### src/rtl/adc_scan_pkg.sv
// ---------------------------------------------------------------------------
// adc_scan_pkg
// Shared definitions for the SAR scan sequencer (adc_scan_ctl):
//   - default timing/width constants used as parameter defaults
//   - analog mux channel indices (bit positions of the CMP_SEL_* vector)
//   - sequencer state encoding
// ---------------------------------------------------------------------------
package adc_scan_pkg;

    localparam int NCH_DEF    = 16;  // mux channels
    localparam int DACW_DEF   = 10;  // SAR DAC code width
    localparam int SH_CYC_DEF = 4;   // track cycles after S/H reset
    localparam int SETTLE_DEF = 2;   // cycles per bit trial

    localparam int CH_VIN   = 0;
    localparam int CH_VBUS  = 1;
    localparam int CH_IS    = 2;
    localparam int CH_T     = 3;
    localparam int CH_DP    = 4;
    localparam int CH_DN    = 5;
    localparam int CH_CC1   = 6;
    localparam int CH_CC2   = 7;
    localparam int CH_DV    = 8;
    localparam int CH_DI    = 9;
    localparam int CH_VIN20 = 10;
    localparam int CH_CC1_4 = 11;
    localparam int CH_CC2_4 = 12;
    localparam int CH_GP5   = 13;
    localparam int CH_GP4   = 14;
    localparam int CH_GP3   = 15;

    typedef enum logic [2:0] {
        ST_IDLE = 3'd0,
        ST_RST  = 3'd1,
        ST_SAMP = 3'd2,
        ST_CONV = 3'd3,
        ST_DONE = 3'd4
    } state_t;

endpackage

### src/rtl/adc_scan_ctl_rr_arb.sv
// ---------------------------------------------------------------------------
// rr_arb
// Combinational round-robin priority encoder. Searches req upward starting
// at ptr+1 (wrapping) and returns the index of the first set bit.
// Ports:
//   req     in  NCH  request vector
//   ptr     in  IW   index granted last time (lowest priority now)
//   gnt_idx out IW   granted index (0 when nothing requested)
//   gnt_vld out 1    any request present
// ---------------------------------------------------------------------------
module rr_arb #(
    parameter int NCH = 16,
    parameter int IW  = $clog2(NCH)
) (
    input  logic [NCH-1:0] req,
    input  logic [IW-1:0]  ptr,
    output logic [IW-1:0]  gnt_idx,
    output logic           gnt_vld
);

    logic [IW-1:0] cand;

    // Walk from the farthest offset to the nearest so the nearest set bit
    // after ptr is the one left standing.
    always_comb begin
        gnt_idx = '0;
        gnt_vld = 1'b0;
        cand    = '0;
        for (int off = NCH; off >= 1; off--) begin
            cand = IW'((int'(ptr) + off) % NCH);
            if (req[cand]) begin
                gnt_idx = cand;
                gnt_vld = 1'b1;
            end
        end
    end

endmodule

### src/rtl/adc_scan_ctl.sv
// ---------------------------------------------------------------------------
// adc_scan_ctl
// Core-side sequencer for the shared SAR comparator/DAC path. Picks a
// requested channel round-robin, drives the one-hot mux select and the
// sample/hold controls, runs a successive approximation on the DAC1 code
// from the comparator output and posts one result per conversion.
//
// Build option: define ADC_OVS_EN to run two RST/SAMP/CONV passes per grant
// and report the rounded average of both codes.
//
// Ports:
//   clk      in   core clock
//   rstz     in   asynchronous active-low reset
//   scan_en  in   scan enable (level)
//   ch_req   in   NCH channels included in the scan
//   abort    in   synchronous abort of the current conversion
//   comp_i   in   comparator output, 1 = input >= DAC code
//   dac_en   out  DAC1_EN
//   dac_sel  out  NCH one-hot comparator mux select
//   sh_rst   out  AD_RST
//   sh_hold  out  AD_HOLD
//   dac_code out  DACW DAC1 code
//   busy     out  sequencer not idle
//   res_vld  out  one-cycle result strobe
//   res_ch   out  4-bit channel index of result
//   res_dat  out  DACW conversion result
// ---------------------------------------------------------------------------
module adc_scan_ctl
    import adc_scan_pkg::*;
#(
    parameter int NCH    = NCH_DEF,
    parameter int DACW   = DACW_DEF,
    parameter int SH_CYC = SH_CYC_DEF,
    parameter int SETTLE = SETTLE_DEF
) (
    input  logic            clk,
    input  logic            rstz,
    input  logic            scan_en,
    input  logic [NCH-1:0]  ch_req,
    input  logic            abort,
    input  logic            comp_i,
    output logic            dac_en,
    output logic [NCH-1:0]  dac_sel,
    output logic            sh_rst,
    output logic            sh_hold,
    output logic [DACW-1:0] dac_code,
    output logic            busy,
    output logic            res_vld,
    output logic [3:0]      res_ch,
    output logic [DACW-1:0] res_dat
);

    localparam int IW   = $clog2(NCH);
    localparam int BW   = $clog2(DACW);
    localparam int CMAX = (SH_CYC > SETTLE) ? SH_CYC : SETTLE;
    localparam int CW   = $clog2(CMAX + 1);

    state_t          state_q, state_d;
    logic [IW-1:0]   idx_q, idx_d;
    logic [IW-1:0]   ptr_q, ptr_d;
    logic [IW-1:0]   gnt_idx;
    logic            gnt_vld;
    logic [CW-1:0]   cnt_q, cnt_d;
    logic [BW-1:0]   bit_q, bit_d;
    logic [DACW-1:0] code_q, code_d;
    logic [DACW-1:0] res_dat_q, res_dat_d;
    logic [3:0]      res_ch_q, res_ch_d;
    logic [DACW-1:0] result;
    logic            done_post;
`ifdef ADC_OVS_EN
    logic            pass_q, pass_d;
    logic [DACW-1:0] r0_q, r0_d;
    logic [DACW:0]   sum;
`endif

    rr_arb #(.NCH(NCH), .IW(IW)) u_arb (
        .req     (ch_req),
        .ptr     (ptr_q),
        .gnt_idx (gnt_idx),
        .gnt_vld (gnt_vld)
    );

    // abort wins over a DONE in the same cycle: nothing is posted
    assign done_post = (state_q == ST_DONE) && !abort;

`ifdef ADC_OVS_EN
    // One extra bit keeps the sum of two full-scale codes plus rounding
    assign sum    = {1'b0, r0_q} + {1'b0, code_q} + {{DACW{1'b0}}, 1'b1};
    assign result = sum[DACW:1];
`else
    assign result = code_q;
`endif

    always_comb begin
        state_d   = state_q;
        idx_d     = idx_q;
        ptr_d     = ptr_q;
        cnt_d     = cnt_q;
        bit_d     = bit_q;
        code_d    = code_q;
        res_dat_d = res_dat_q;
        res_ch_d  = res_ch_q;
`ifdef ADC_OVS_EN
        pass_d    = pass_q;
        r0_d      = r0_q;
`endif
        case (state_q)
            ST_IDLE: begin
                if (scan_en && gnt_vld) begin
                    idx_d   = gnt_idx;
                    ptr_d   = gnt_idx;
                    state_d = ST_RST;
`ifdef ADC_OVS_EN
                    pass_d  = 1'b0;
`endif
                end
            end
            ST_RST: begin
                cnt_d   = '0;
                state_d = ST_SAMP;
            end
            ST_SAMP: begin
                if (cnt_q == CW'(SH_CYC - 1)) begin
                    cnt_d            = '0;
                    bit_d            = BW'(DACW - 1);
                    code_d           = '0;
                    code_d[DACW - 1] = 1'b1;
                    state_d          = ST_CONV;
                end else begin
                    cnt_d = cnt_q + 1'b1;
                end
            end
            ST_CONV: begin
                if (cnt_q == CW'(SETTLE - 1)) begin
                    // Decide the bit under trial, then stage the next trial bit
                    cnt_d = '0;
                    if (!comp_i) begin
                        code_d[bit_q] = 1'b0;
                    end
                    if (bit_q != '0) begin
                        code_d[bit_q - 1'b1] = 1'b1;
                        bit_d                = bit_q - 1'b1;
                    end else begin
`ifdef ADC_OVS_EN
                        if (!pass_q) begin
                            pass_d  = 1'b1;
                            r0_d    = code_d;
                            state_d = ST_RST;
                        end else begin
                            state_d = ST_DONE;
                        end
`else
                        state_d = ST_DONE;
`endif
                    end
                end else begin
                    cnt_d = cnt_q + 1'b1;
                end
            end
            ST_DONE: begin
                state_d = ST_IDLE;
                if (done_post) begin
                    res_dat_d = result;
                    res_ch_d  = 4'(idx_q);
                end
            end
            default: state_d = ST_IDLE;
        endcase

        if (abort && (state_q != ST_IDLE)) begin
            state_d = ST_IDLE;
        end
    end

    always_ff @(posedge clk or negedge rstz) begin
        if (!rstz) begin
            state_q   <= ST_IDLE;
            idx_q     <= '0;
            ptr_q     <= IW'(NCH - 1);
            cnt_q     <= '0;
            bit_q     <= '0;
            code_q    <= '0;
            res_dat_q <= '0;
            res_ch_q  <= '0;
`ifdef ADC_OVS_EN
            pass_q    <= 1'b0;
            r0_q      <= '0;
`endif
        end else begin
            state_q   <= state_d;
            idx_q     <= idx_d;
            ptr_q     <= ptr_d;
            cnt_q     <= cnt_d;
            bit_q     <= bit_d;
            code_q    <= code_d;
            res_dat_q <= res_dat_d;
            res_ch_q  <= res_ch_d;
`ifdef ADC_OVS_EN
            pass_q    <= pass_d;
            r0_q      <= r0_d;
`endif
        end
    end

    assign busy     = (state_q != ST_IDLE);
    assign dac_en   = (state_q == ST_RST) || (state_q == ST_SAMP) || (state_q == ST_CONV);
    assign dac_sel  = dac_en ? (NCH'(1) << idx_q) : '0;
    assign sh_rst   = (state_q == ST_RST);
    assign sh_hold  = (state_q == ST_CONV);
    assign dac_code = sh_hold ? code_q : '0;

    // Result is visible during the DONE strobe and held afterwards
    assign res_vld  = done_post;
    assign res_ch   = done_post ? 4'(idx_q) : res_ch_q;
    assign res_dat  = done_post ? result : res_dat_q;

endmodule
### config.mk
export PLATFORM = sky130hd
export DESIGN_NAME = adc_scan_ctl
export DESIGN_NICKNAME = d
export VERILOG_FILES = /design/src/rtl/adc_scan_pkg.sv /design/src/rtl/adc_scan_ctl_rr_arb.sv /design/src/rtl/adc_scan_ctl.sv
export SDC_FILE = /design/constraint.sdc
export NUM_CORES = 1
export LEC_CHECK = 0
export ABC_AREA = 1
export BUFFER_PORTS_ARGS = -buffer_cell sky130_fd_sc_hd__buf_2
export CAP_MARGIN = 10
export CORE_MARGIN = 5
export CORE_UTILIZATION = 40
export CTS_CLUSTER_DIAMETER = 30
export DETAILED_ROUTE_END_ITERATION = 10
export GPL_ROUTABILITY_DRIVEN = 0
export HOLD_SLACK_MARGIN = 0.05
export PLACE_DENSITY = 0.63
export SYNTH_ARGS = -nofsm -noshare
export SYNTH_HDL_FRONTEND = slang
export SYNTH_HIERARCHICAL = 1
export SYNTH_SLANG_ARGS = --single-unit
### constraint.sdc
create_clock -name clk -period 6.4 [get_ports clk]
set_input_delay 1.28 -clock clk [delete_from_list [all_inputs] [get_ports clk]]
set_output_delay 1.28 -clock clk [all_outputs]
set_load 0.03 [all_outputs]
==> results.md, run 1 <==
| Item | This run | Unit |
|:---|:---|:---|
| TNS Setup | 0 | ps |
| Gate count after technology mapping | 696 | - |
| Max-cap violations | 0 | - |
| Remaining DRCs | 0 | - |
| Synth unique cells | 37 | - |
| Most area-consuming cells after synthesis | sky130_fd_sc_hd__nand2_1, sky130_fd_sc_hd__dfrtp_1, sky130_fd_sc_hd__nand3_1 | - |
| CTS Root Cell | sky130_fd_sc_hd__clkbuf_8 | - |
| P&R area growth vs syn | 11.1 | % |
| Final count of hold timing violations | 0 | - |
| Number of nets in the finished design | 788 | - |
| Routed vias/inst | 5.15 | - |
| Max clock buf depth | 2 | - |
| Number of rows in the core area | 37 | - |
| Mean cell area of the mapped netlist | 6.00 | sq um |
| Width of the die | 112 | microns |
| Place WS | 2050 | ps |
| Final hold slack | 481 | ps |
| Library cell with the largest summed area after synthesis | sky130_fd_sc_hd__nand2_1 | - |
| Most frequent cell after synthesis | sky130_fd_sc_hd__nand2_1 | - |
| HP Class | reg -> reg | - |
| Worst clock skew | 4.58 | ps |
| DR iter-0 viols | 374 | - |
| Final number of max-transition violations | 0 | - |
| Remaining antenna violation count after routing | 0 | - |
| Crit-path max FO | 41 | - |
| Unrepaired setup endpoints after global routing | false | - |
| Number of gates resized after CTS | 0 | - |
| Ratio of cells with drive above 1 in the final layout | 0.156 | - |
| First-pass GRT wire length | 19,800 | microns |
| Synth warnings | 6 | - |
| Latest clock arrival within the worst-skew pair | 290 | ps |
| Total iterations of the first detailed-routing run | 5 | - |
| Util after Layout | 0.452 | - |
| CORE AREA | 10,300 | sq um |
| Post-synth top area share | 0.242 | - |
| Multi-input gate area | 2720 | sq um |
| Crit share post-route | 0.677 | - |
| GRT Resource Usage Total | 0.183 | - |
| Ant. Diodes | 0 | - |
| Synthesis-stage register bit count | 42 | - |
| Worst-case headroom to the max-slew limit | 0.242 | - |
| Leading post-synthesis cells by instance count | sky130_fd_sc_hd__nand2_1, sky130_fd_sc_hd__nand3_1, sky130_fd_sc_hd__inv_1, sky130_fd_sc_hd__a21oi_1, sky130_fd_sc_hd__o21ai_0 | - |
| CTS H-Tree Depth | 2 | - |
| Startpoint Class | input port | - |
| Pin count of the biggest net entering global routing | 43 | - |
| Quantity of I/O buffers inserted on ports | 65 | - |
| Area enclosed by the die boundary | 12,600 | sq um |
| TritonCTS clock tree | yes | - |
| CTS Buf Count | 5 | - |
| Number of antenna violations at the first check in global routing | 0 | - |
| Kind of capture point of the worst setup path | primary output | - |
| Starting density of the core | 0.407 | - |
| Setup Buffers After CTS | 0 | - |
| Routed wire length per instance | 13.0 | microns |
| Share of the yosys chip area belonging to registers | 0.253 | - |
| Synth Net Count | 737 | - |
| Seq. cell area | 1060 | sq um |
| Clock transition time at the flip-flop clock pins of the worst setup and hold paths | 90 | ps |
| Die Height | 112 | microns |
| Hold bufs inserted after CTS | 0 | - |
| Highest clock rate | 231 | MHz |
| Post-synthesis instance area | 4180 | sq um |
| Number of enable-type register cells in the synthesized netlist | 0 | - |
| Commonest register cell after synthesis | sky130_fd_sc_hd__dfrtp_1 | - |
| Required time reported for the critical path endpoint | 5120 | ps |
| Least setup slack across all paths after layout | 2070 | ps |
| Number of top-level pins | 66 | - |
| Slew at the pin closest to its max-slew limit | 1130 | ps |
| Sum of overflow across all layers after global routing | 0 | - |
| Post-DP HPWL | 9170 | microns |
| Async set-reset flop share out of synthesis | 1.00 | - |
| Setup Viol. Count Final | 0 | - |
| Count of filler cells inserted in the layout | 1,091 | - |
| Result of the run | finished, final reports clean | - |
| Min cycle time layout | 4330 | ps |
| Worst Path Arrival | 3050 | ps |
| TritonCTS sink count | 42 | - |
| Via count | 4,549 | - |
| Total wirelength of the detailed-routed design | 11,500 | microns |
| Critical path class | in -> out | - |
| Number of global-route vias before repair | 4,217 | - |
-- per-stage QoR --
stage / instance area [sq um] / std cells
2_1_floorplan: 4180 / 696
3_5_place_dp: 4550 / 876
4_1_cts: 4640 / 884
3_3_place_gp: 4550 / 876
6_report: 4640 / 884
5_1_grt: 4640 / 884
-- registers in the layout, summed over array words and instances, names as in the netlist --
register	cells
code_q	10
res_dat_q	10
bit_q	4
idx_q	4
ptr_q	4
res_ch_q	4
cnt_q	3
state_q	3
-- final timing paths --
kind / from / endpoint / slack, ps / cells after the start
max: abort / res_dat[8] / 2070 / 5
max in group asynchronous: rstz / bit_q[0] / 4710 / 1
min: res_dat_q[0] / res_dat_q[0] / 480 / 2
min in group asynchronous: rstz / res_ch_q[3] / 1110 / 1
max reg2reg: ptr_q[0] / state_q[1] / 2330 / 18
min reg2reg: res_dat_q[0] / res_dat_q[0] / 480 / 2
-- area by class of cell --
class,count,area share
Multi-Input combinational cell,559,0.585
Inverter,74,0.0603
Timing Repair Buffer,65,0.0700
Sequential cell,42,0.227
Clock buffer,5,0.0148
Tap cell,136,0.0366
Clock inverter,3,0.00539
-- cell families (layout without fill, tap and decap cells) --
kind of cell | count (synthesis) | after routing | synth area share
AO/OA/AOI/OAI | 90 | 90 | 0.112
XOR/XNOR | 7 | 7 | 0.0210
adder cells (fa/ha/maj) | 20 | 20 | 0.0599
buffers and inverters | 95 | 147 | 0.0967
flip-flops | 42 | 42 | 0.253
AND/OR/NAND/NOR | 442 | 442 | 0.457
-- layout by cell type (no fill, tap or decap), types with 5 or more instances in the layout --
master                     instances
sky130_fd_sc_hd__a21oi_1          40
sky130_fd_sc_hd__buf_2            65
sky130_fd_sc_hd__clkbuf_8          5
sky130_fd_sc_hd__dfrtp_1          38
sky130_fd_sc_hd__ha_1             20
sky130_fd_sc_hd__inv_1            62
sky130_fd_sc_hd__inv_2             9
sky130_fd_sc_hd__nand2_1         269
sky130_fd_sc_hd__nand2_2          14
sky130_fd_sc_hd__nand3_1          75
sky130_fd_sc_hd__nand4_1          12
sky130_fd_sc_hd__nor2_1           37
sky130_fd_sc_hd__nor2_2            6
sky130_fd_sc_hd__nor3_1           16
sky130_fd_sc_hd__o21ai_0          39
-- critical path: stages --
cell and delay (ps):
sky130_fd_sc_hd__buf_2 110, sky130_fd_sc_hd__inv_1 100, sky130_fd_sc_hd__nand3_1 790, sky130_fd_sc_hd__o21ai_0 500, sky130_fd_sc_hd__buf_2 260
-- per-layer routing --
metal,part of all wire,wire (microns),GRT usage
met1,0.48,5480,0.261
met2,0.47,5370,0.304
met3,0.051,588,0.0264
met4,0.0027,31,0.0216
met5,0,0,0
Power of run 1 is not shown: default switching activity piles up to over one toggle a cycle in this logic, so the estimate is an artifact.
==> run 2: changes to the inputs <==
==> constraint.sdc (replaced) <==
create_clock -name clk -period 4.25 [get_ports clk]
set_input_delay 0.85 -clock clk [delete_from_list [all_inputs] [get_ports clk]]
set_output_delay 0.85 -clock clk [all_outputs]
set_load 0.03 [all_outputs]
==> results.md, run 2 (synthesis results as in run 1) <==
| Item | This run | Unit | Delta |
|:---|:---|:---|:---|
| Worst R2R Path Depth | 18 | - | unchanged |
| Remaining DRCs | 0 | - | unchanged |
| First-pass GRT wire length | 20,400 | microns | was 19,800 microns |
| Delay of the slowest cell on the worst path | 540 | ps | was 790 ps |
| Worst hold path depth | 2 | - | unchanged |
| Starting density of the core | 0.407 | - | unchanged |
| Pin count of the biggest net entering global routing | 43 | - | unchanged |
| Dpl cell area | 4590 | sq um | was 4550 sq um |
| TNS Setup | 0 | ps | unchanged |
| Cell with the most instances on the worst path | sky130_fd_sc_hd__nand2_1 | - | was sky130_fd_sc_hd__buf_2 |
| Min cycle time layout | 3410 | ps |  |
| Crit-path max FO | 18 | - | was 41 |
| Number of global-route vias before repair | 4,245 | - | was 4,217 |
| Top delay family on crit path | simple AND/OR/NAND/NOR gates | - | unchanged |
| Required time reported for the critical path endpoint | 4490 | ps | was 5120 ps |
| Worst clock skew | 3.37 | ps | was 4.58 ps |
| Routed wire length per instance | 13.5 | microns | was 13.0 microns |
| Post-DP HPWL | 9410 | microns | was 9170 microns |
| Routed vias/inst | 5.22 | - | was 5.15 |
| Worst-case headroom to the max-slew limit | 0.371 | - | was 0.242 |
| Ratio of cells with drive above 1 in the final layout | 0.162 | - | was 0.156 |
| Via count | 4,644 | - | was 4,549 |
| Slowest stage cell, crit path | sky130_fd_sc_hd__dfstp_2 | - | was sky130_fd_sc_hd__nand3_1 |
| CTS Root Cell | sky130_fd_sc_hd__clkbuf_8 | - | unchanged |
| Number of gates resized after CTS | 0 | - | unchanged |
| Crit share post-route | 0.803 | - |  |
| DR iter-0 viols | 343 | - | was 374 |
| TritonCTS clock tree | yes | - | unchanged |
| Kind of capture point of the worst setup path | flop | - | was primary output |
| Width of the die | 112 | microns | unchanged |
| TritonCTS sink count | 42 | - | unchanged |
| HP Class | reg -> reg | - | unchanged |
| Most used cells in the layout excluding fill and tap cells | sky130_fd_sc_hd__nand2_1, sky130_fd_sc_hd__nand3_1, sky130_fd_sc_hd__buf_2 | - | unchanged |
| Sum of buffers and inverters on the critical path | 3 | - | unchanged |
| Max clock buf depth | 2 | - | unchanged |
| Leading registers by flop count | code_q (10), res_dat_q (10) | - | unchanged |
| Startpoint Class | flop | - | was input port |
| Hold bufs inserted after CTS | 0 | - | unchanged |
| Remaining antenna violation count after routing | 0 | - | unchanged |
| Count of filler cells inserted in the layout | 1,113 | - | was 1,091 |
| GRT Resource Usage Total | 0.191 | - | was 0.183 |
| Number of rows in the core area | 37 | - | unchanged |
| Ant. Diodes | 0 | - | unchanged |
| Setup Viol. Count Final | 0 | - | unchanged |
| Final count of hold timing violations | 0 | - | unchanged |
| Instance count on the critical path | 18 | - | was 5 |
| P&R area growth vs syn | 11.9 | % | was 11.1% |
| Highest clock rate | 293 | MHz |  |
| Result of the run | finished, final reports clean | - | unchanged |
| Final number of max-transition violations | 0 | - | unchanged |
| Sum of overflow across all layers after global routing | 0 | - | unchanged |
| CTS Buf Count | 5 | - | unchanged |
| Number of antenna violations at the first check in global routing | 0 | - | unchanged |
| Setup Buffers After CTS | 0 | - | unchanged |
| Critical path class | reg -> reg | - | was in -> out |
| Unrepaired setup endpoints after global routing | false | - | unchanged |
| Quantity of I/O buffers inserted on ports | 65 | - | unchanged |
| Die Height | 112 | microns | unchanged |
| Number of nets in the finished design | 793 | - | was 788 |
| Critical path, cell by cell | inv_2, ha_1, inv_1, nand3_1, nand2_1, nor2_1, a31oi_1, or2_2, nand2_1, nor4_1, nand4_1, nand2_1, nand3_1, nand2_1, inv_1, nand2_1, nand2_1, nand2_1 | - | was buf_2, inv_1, nand3_1, o21ai_0, buf_2 |
| Clock transition time at the flip-flop clock pins of the worst setup and hold paths | 90 | ps | about the same |
| CTS H-Tree Depth | 2 | - | unchanged |
| Total wirelength of the detailed-routed design | 12,000 | microns | was 11,500 microns |
| Slew at the pin closest to its max-slew limit | 943 | ps | was 1130 ps |
| Leading cell type in the layout, fill and taps excluded | sky130_fd_sc_hd__nand2_1 | - | unchanged |
| Total iterations of the first detailed-routing run | 6 | - | was 5 |
| Cell area after layout | 4680 | sq um | was 4640 sq um |
| CORE AREA | 10,300 | sq um | unchanged |
| Max-cap violations | 0 | - | unchanged |
| Latest clock arrival within the worst-skew pair | 300 | ps | was 290 ps |
| Worst Path Arrival | 3650 | ps | was 3050 ps |
| Number of top-level pins | 66 | - | unchanged |
| Area enclosed by the die boundary | 12,600 | sq um | unchanged |
-- run 2: metal layers --
layer / track usage / wire, microns / part of all wire / up-vias
met5: 0 / 0 / 0 / -
met4: 0.0489 / 173 / 0.014 / 0
met3: 0.0259 / 773 / 0.064 / 21
met2: 0.286 / 5190 / 0.43 / 183
met1: 0.289 / 5880 / 0.49 / 2081
li1: - / - / - / 2359
-- run 2: worst reg2reg max path, delay by kind of cell (launching register included) --
kind | cells | cell delay, ps
AOI/OAI and AO/OA | 1 | 210
adders and majority gates | 1 | 510
buffers and inverters | 3 | 560
DFF | 1 | 540
and+or+nand+nor | 13 | 1550
-- run 2: worst paths after layout --
| check | start | to | slack, ps |
|---|---|---|---|
| setup / recovery | ptr_q[0] | state_q[1] | 840 |
| hold / removal | code_q[1] | code_q[1] | 480 |
| setup reg to reg | ptr_q[0] | state_q[1] | 840 |
| hold reg to reg | code_q[1] | code_q[1] | 480 |
| max in group asynchronous | rstz | cnt_q[2] | 2970 |
| min in group asynchronous | rstz | res_dat_q[6] | 680 |
-- run 2: per-stage QoR --
stage	std cells	setup slack, ps	util	hold slack, ps
after floorplan	696	1400	-	441
after global placement	881	1030	0.446	457
after detailed placement	881	936	0.446	461
after CTS	889	909	0.455	483
after global routing	889	435	0.455	498
final	889	836	0.455	477
-- run 2: area by class of cell --
cell class | count | area [sq um] | share of cell area
flip-flops and latches | 42 | 1060 | 0.226
clock buffers | 5 | 68.8 | 0.0147
multi-input cells | 559 | 2720 | 0.581
inverters | 74 | 280 | 0.0599
clock inverters | 3 | 21.3 | 0.00455
well taps | 136 | 170 | 0.0364
repair buffers | 70 | 363 | 0.0776
Power of run 2 is left out for the same reason.
